$ cat src/rtl/demux8_deser.sv
// Serial-to-parallel slot demux: rebuilds an 8-bit slot word from one bit per handshake.
// Optional `PARITY_EN adds a 9th even-parity beat per word and drives err on mismatch.
module demux8_deser #(
    parameter int unsigned     NSLOT = 8,
    parameter logic [NSLOT-1:0] RST_W = '0
) (
    input  logic             clk,
    input  logic             rst,
    input  logic             din,
    input  logic             din_vld,
    output logic             din_rdy,
    input  logic             din_frm,
    output logic [NSLOT-1:0] dout,
    output logic             dout_vld,
    input  logic             dout_rdy,
    output logic [2:0]       slot,
    output logic             drop,
    output logic             err
);

    localparam logic [2:0] LastSlot = 3'(NSLOT - 1);

    logic [2:0]       slot_q, slot_d;
    logic [NSLOT-1:0] acc_q, acc_d;
    logic [NSLOT-1:0] dout_q, dout_d;
    logic             dout_vld_q, dout_vld_d;
    logic             drop_q, drop_d;

    logic             din_xfer;
    logic             dout_xfer;
    logic             last_beat;
    logic             partial;
    logic [NSLOT-1:0] acc_ins;

`ifdef PARITY_EN
    logic par_phase_q, par_phase_d;
    logic err_q, err_d;

    // The parity beat is the one that loads dout, so it carries the stall rule.
    assign last_beat = par_phase_q;
    assign partial   = (slot_q != 3'd0) | par_phase_q;
`else
    assign last_beat = (slot_q == LastSlot);
    assign partial   = (slot_q != 3'd0);
`endif

    assign din_rdy   = ~last_beat | ~dout_vld_q | dout_rdy;
    assign din_xfer  = din_vld & din_rdy;
    assign dout_xfer = dout_vld_q & dout_rdy;

    always_comb begin
        acc_ins         = acc_q;
        acc_ins[slot_q] = din;
    end

    always_comb begin
        slot_d     = slot_q;
        acc_d      = acc_q;
        dout_d     = dout_q;
        dout_vld_d = dout_vld_q;
        drop_d     = 1'b0;
`ifdef PARITY_EN
        par_phase_d = par_phase_q;
        err_d       = 1'b0;
`endif

        if (dout_xfer) begin
            dout_vld_d = 1'b0;
        end

        if (din_xfer) begin
            if (din_frm) begin
                // Realign: this bit is slot 0 of a fresh word, any partial word is lost.
                acc_d  = {{(NSLOT-1){1'b0}}, din};
                slot_d = 3'd1;
                drop_d = partial;
`ifdef PARITY_EN
                par_phase_d = 1'b0;
`endif
            end else if (last_beat) begin
                acc_d      = '0;
                dout_vld_d = 1'b1;
`ifdef PARITY_EN
                dout_d      = acc_q;
                err_d       = (^acc_q) ^ din;
                par_phase_d = 1'b0;
`else
                dout_d = acc_ins;
                slot_d = 3'd0;
`endif
            end else begin
                acc_d  = acc_ins;
                slot_d = slot_q + 3'd1;
`ifdef PARITY_EN
                par_phase_d = (slot_q == LastSlot);
`endif
            end
        end
    end

    always_ff @(posedge clk) begin
        if (rst) begin
            slot_q     <= 3'd0;
            acc_q      <= '0;
            dout_q     <= RST_W;
            dout_vld_q <= 1'b0;
            drop_q     <= 1'b0;
        end else begin
            slot_q     <= slot_d;
            acc_q      <= acc_d;
            dout_q     <= dout_d;
            dout_vld_q <= dout_vld_d;
            drop_q     <= drop_d;
        end
    end

`ifdef PARITY_EN
    always_ff @(posedge clk) begin
        if (rst) begin
            par_phase_q <= 1'b0;
            err_q       <= 1'b0;
        end else begin
            par_phase_q <= par_phase_d;
            err_q       <= err_d;
        end
    end

    assign err = err_q;
`else
    assign err = 1'b0;
`endif

    assign dout     = dout_q;
    assign dout_vld = dout_vld_q;
    assign slot     = slot_q;
    assign drop     = drop_q;

    // A stalled output word must not move until the consumer takes it.
    hold_stable_a : assert property (@(posedge clk) disable iff (rst)
        (dout_vld_q && !dout_rdy) |=> (dout_vld_q && $stable(dout_q)));

endmodule

$ cat config.mk
export PLATFORM = sky130hd
export DESIGN_NAME = demux8_deser
export DESIGN_NICKNAME = d
export VERILOG_FILES = /design/src/rtl/demux8_deser.sv
export SDC_FILE = /design/constraint.sdc
export NUM_CORES = 1
export LEC_CHECK = 0
export BUFFER_PORTS_ARGS = -buffer_cell sky130_fd_sc_hd__buf_2
export CAP_MARGIN = 20
export CORE_UTILIZATION = 45
export CTS_BUF_LIST = sky130_fd_sc_hd__clkbuf_16
export DETAILED_ROUTE_END_ITERATION = 10
export PLACE_DENSITY = 0.77
export SYNTH_ARGS = -nofsm -noshare
export SYNTH_HDL_FRONTEND = slang
export SYNTH_SLANG_ARGS = --single-unit
export TNS_END_PERCENT = 20
$ cat constraint.sdc
create_clock -name clk -period 5.2 [get_ports clk]
set_clock_uncertainty 0.2 [all_clocks]
set_input_delay 1.56 -clock clk [delete_from_list [all_inputs] [get_ports clk]]
set_output_delay 1.56 -clock clk [all_outputs]
set_load 0.03 [all_outputs]
==> flow_metrics.py <==
metrics = {
    "grt": {
        "gr-max-usage-layer": "met2",
        "groute.layer.met2.usage": 0.361,
        "grt_util_met1": 0.284,
        "grt_pass1_vias": 924,
        "grt_overflow": 0,
        "grtUsageTotal": 0.220,
        "grt_antenna_before_repair": 0,
        "grt_start_max_net_pins": 22,
        "grt_pass1_wl_um": 4490,
        "grt_use_met3": 0.0406,
    },
    "route": {
        "routed_wl_um": 2510,
        "dr.pass1.iters": 4,
        "drtIter0Drc": 22,
        "dr_total_vias": 1001,
        "drc": 0,
        "postRouteAntennaNets": 0,
        "via_per_inst": 6.22,
        "wl_per_cell_um": 15.6,
    },
    "clocking": {
        "postCtsHoldBufs": 0,
        "clkSinkCount": 21,
        "cts-resized-gates": 0,
        "cts_tree": "yes",
        "clk_pin_slew_ns": 0.06,
        "cts_buffers": 3,
        "ctsRootBufferMaster": "clkbuf_16",
        "clock_path_buffers": 2,
        "clk_latency_ns": 0.25,
        "cts_max_level": 1,
        "postCtsSetupRepairBufs": 0,
    },
    "layout": {
        "nets": 143,
        "syn2layout_area_growth_pct": 11.9,
        "final_layout_size_suffix_gt1_frac": 0.248,
        "antenna_cells": 0,
        "nFillCells": 207,
    },
    "yosys": {
        "yosysWarnings": 0,
        "synth-edff-count": 0,
        "syn-num-nets": 131,
        "async_reset_ff_frac": 0,
        "synth_seq_area_share": 0.365,
        "synthFlopType": "dfxtp_1",
        "syn_inst": 122,
        "netlist_area_mm2": 0.00115,
        "ys_ff_latch": 21,
        "yosys.cell_types.count": 34,
        "syn_area_per_cell_um2": 9.45,
    },
    "worst_setup_path": {
        "cpMaxStageDelayCell": "and3b_1",
        "cpMostUsedCell": "buf_2",
        "worstSetupEndpointType": "primary output",
        "critPathMaxStageDelay_ns": 0.47,
        "required_ns": 3.44,
        "critPathKind": "input port to primary output",
        "path_cells": "buf_2 -> and3b_1 -> inv_1 -> buf_2",
        "cp_max_fo": 12,
        "cp.arrival_ns": 2.53,
        "start_kind": "input port",
    },
    "floorplan": {
        "die_x_um": 52.6,
        "die_h_um": 52.6,
        "coreArea_mm2": 0.00232,
        "io_pins": 21,
        "die_area_mm2": 0.00277,
        "start_util": 0.497,
        "rows": 17,
    },
    "sta": {
        "fin_ws_ns": 0.907,
        "finalCritPeriodShare": 0.826,
        "hold_violations": 0,
        "fmax_ghz": 0.233,
        "slew_violations": 0,
        "rsz0062_at_grt": "no",
        "setup-tns-final_ns": 0,
        "setup_viol": 0,
        "period_minus_slack_ns": 4.29,
    },
    "status": {
        "status": "finished, final reports clean",
    },
    "placement": {
        "hpwl_um": 1690,
        "dpl_worst_slack_ns": 0.938,
        "place.port_buffers": 19,
        "gp_congestion": 0.806,
    },
    "job": {
        "maxCapViolations": 0,
    },
    "power_and_ir_drop": {
        "power-per-cell-area_mw_per_mm2": 274,
        "ir_worst_vdd_mv": 0.207,
        "leakage_nw": 0.510,
    },
    "worst_hold_path": {
        "hp-class": "flop to flop",
    },
}
## metrics by stage
step / instance area, um^2 / utilization / hold slack (ns) / std cells / total power, mW
2_1_floorplan: 1150 / - / 0.239 / 122 / 0.192
3_5_place_dp: 1210 / 0.522 / 0.255 / 157 / 0.199
6_report: 1290 / 0.556 / 0.272 / 161 / 0.353
5_1_grt: 1290 / 0.556 / 0.292 / 161 / 0.370
3_3_place_gp: 1210 / 0.522 / 0.254 / 157 / 0.198
4_1_cts: 1290 / 0.556 / 0.272 / 161 / 0.355
## cell type report
class                   instances  area, um^2  area share
multi-input cells              83         638       0.495
repair buffers                 19        95.1      0.0737
clock inverters                 1        3.75     0.00291
clock buffers                   3        75.1      0.0582
well taps                      28        35.0      0.0272
inverters                       6        22.5      0.0175
flip-flops and latches         21         420       0.326
## worst max-delay path: cells and delay by family
family / cells / cell delay (ns)
buf+inv: 3 / 0.51
simple gates: 1 / 0.47
## placed cells by master (no fill, tap or decap)
| master | netlist | layout |
|---|---|---|
| nand3_1 | 3 | 3 |
| nor3_1 | 1 | 1 |
| or3b_1 | 3 | 3 |
| nand2b_1 | 1 | 1 |
| buf_2 | 5 | 19 |
| nor4_1 | 1 | 1 |
| and2_4 | 1 | 1 |
| mux2i_1 | 7 | 7 |
| nor3b_4 | 1 | 1 |
| a211oi_1 | 7 | 7 |
| clkbuf_16 | 0 | 3 |
| nand3b_1 | 3 | 3 |
| ha_1 | 3 | 3 |
| and3b_1 | 2 | 2 |
| nor2_1 | 2 | 2 |
| nor4b_1 | 1 | 1 |
| nand2_4 | 1 | 1 |
| o21ai_0 | 2 | 2 |
| a21oi_1 | 13 | 13 |
| o211ai_1 | 2 | 2 |
| inv_1 | 5 | 6 |
| conb_1 | 1 | 1 |
| nor2b_1 | 1 | 1 |
| dfxtp_1 | 21 | 21 |
| nand4_1 | 1 | 1 |
| o31a_1 | 1 | 1 |
| a211oi_2 | 8 | 8 |
| nand2_1 | 8 | 8 |
| clkinv_1 | 1 | 1 |
| o32ai_1 | 7 | 7 |
| nand4b_1 | 2 | 2 |
## kinds of logic (layout without fill, tap and decap cells)
| logic type | count (synthesis) | count (layout) | synth area share |
|---|---|---|---|
| AO/OA/AOI/OAI | 40 | 40 | 0.271 |
| AND/OR/NAND/NOR | 32 | 32 | 0.186 |
| flip-flops | 21 | 21 | 0.365 |
| buffers and inverters | 18 | 29 | 0.0814 |
| multiplexers | 7 | 7 | 0.0608 |
| adder cells (fa/ha/maj) | 3 | 3 | 0.0326 |
| other | 1 | 1 | 0.00325 |
## report_power, final
group | total (mW) | internal (mW) | leakage, nW | switching [mW]
clock network | 0.157 | 0.102 | 0.0423 | 0.0544
logic | 0.0302 | 0.0104 | 0.298 | 0.0198
registers | 0.166 | 0.163 | 0.170 | 0.00353
total | 0.353 | 0.276 | 0.510 | 0.0777
## worst paths after layout
kind | start | to | slack (ns) | depth (start not counted)
max | dout_rdy | din_rdy | 0.91 | 4
min | acc_q[4] | acc_q[4] | 0.27 | 2
max reg2reg | slot[0] | slot[0] | 2.93 | 6
min reg2reg | acc_q[4] | acc_q[4] | 0.27 | 2
## cells in the mapped netlist (all sizes together), types with 3 or more instances
| cell | number | area, um^2 |
|---|---|---|
| inv | 5 | 18.8 |
| o32ai | 7 | 61.3 |
| nand2 | 9 | 41.3 |
| ha | 3 | 37.5 |
| clkbuf | 4 | 16.3 |
| nand3 | 3 | 15.0 |
| nand3b | 3 | 22.5 |
| a21oi | 13 | 65.1 |
| a211oi | 15 | 153 |
| dfxtp | 21 | 420 |
| buf | 8 | 55.1 |
| or3b | 3 | 26.3 |
| mux2i | 7 | 70.1 |
## registers in the layout (all words and copies together) (netlist names)
signal	count
acc_q	8
dout	8
dout_vld	1
drop	1
slot	3
## metal layers
layer / part of all wire / wire [um]
met3: 0.048 / 120
met5: 0 / 0
met1: 0.44 / 1120
met4: 0.018 / 46
met2: 0.49 / 1230
No activity file was read; power rests on OpenSTA's default activity.
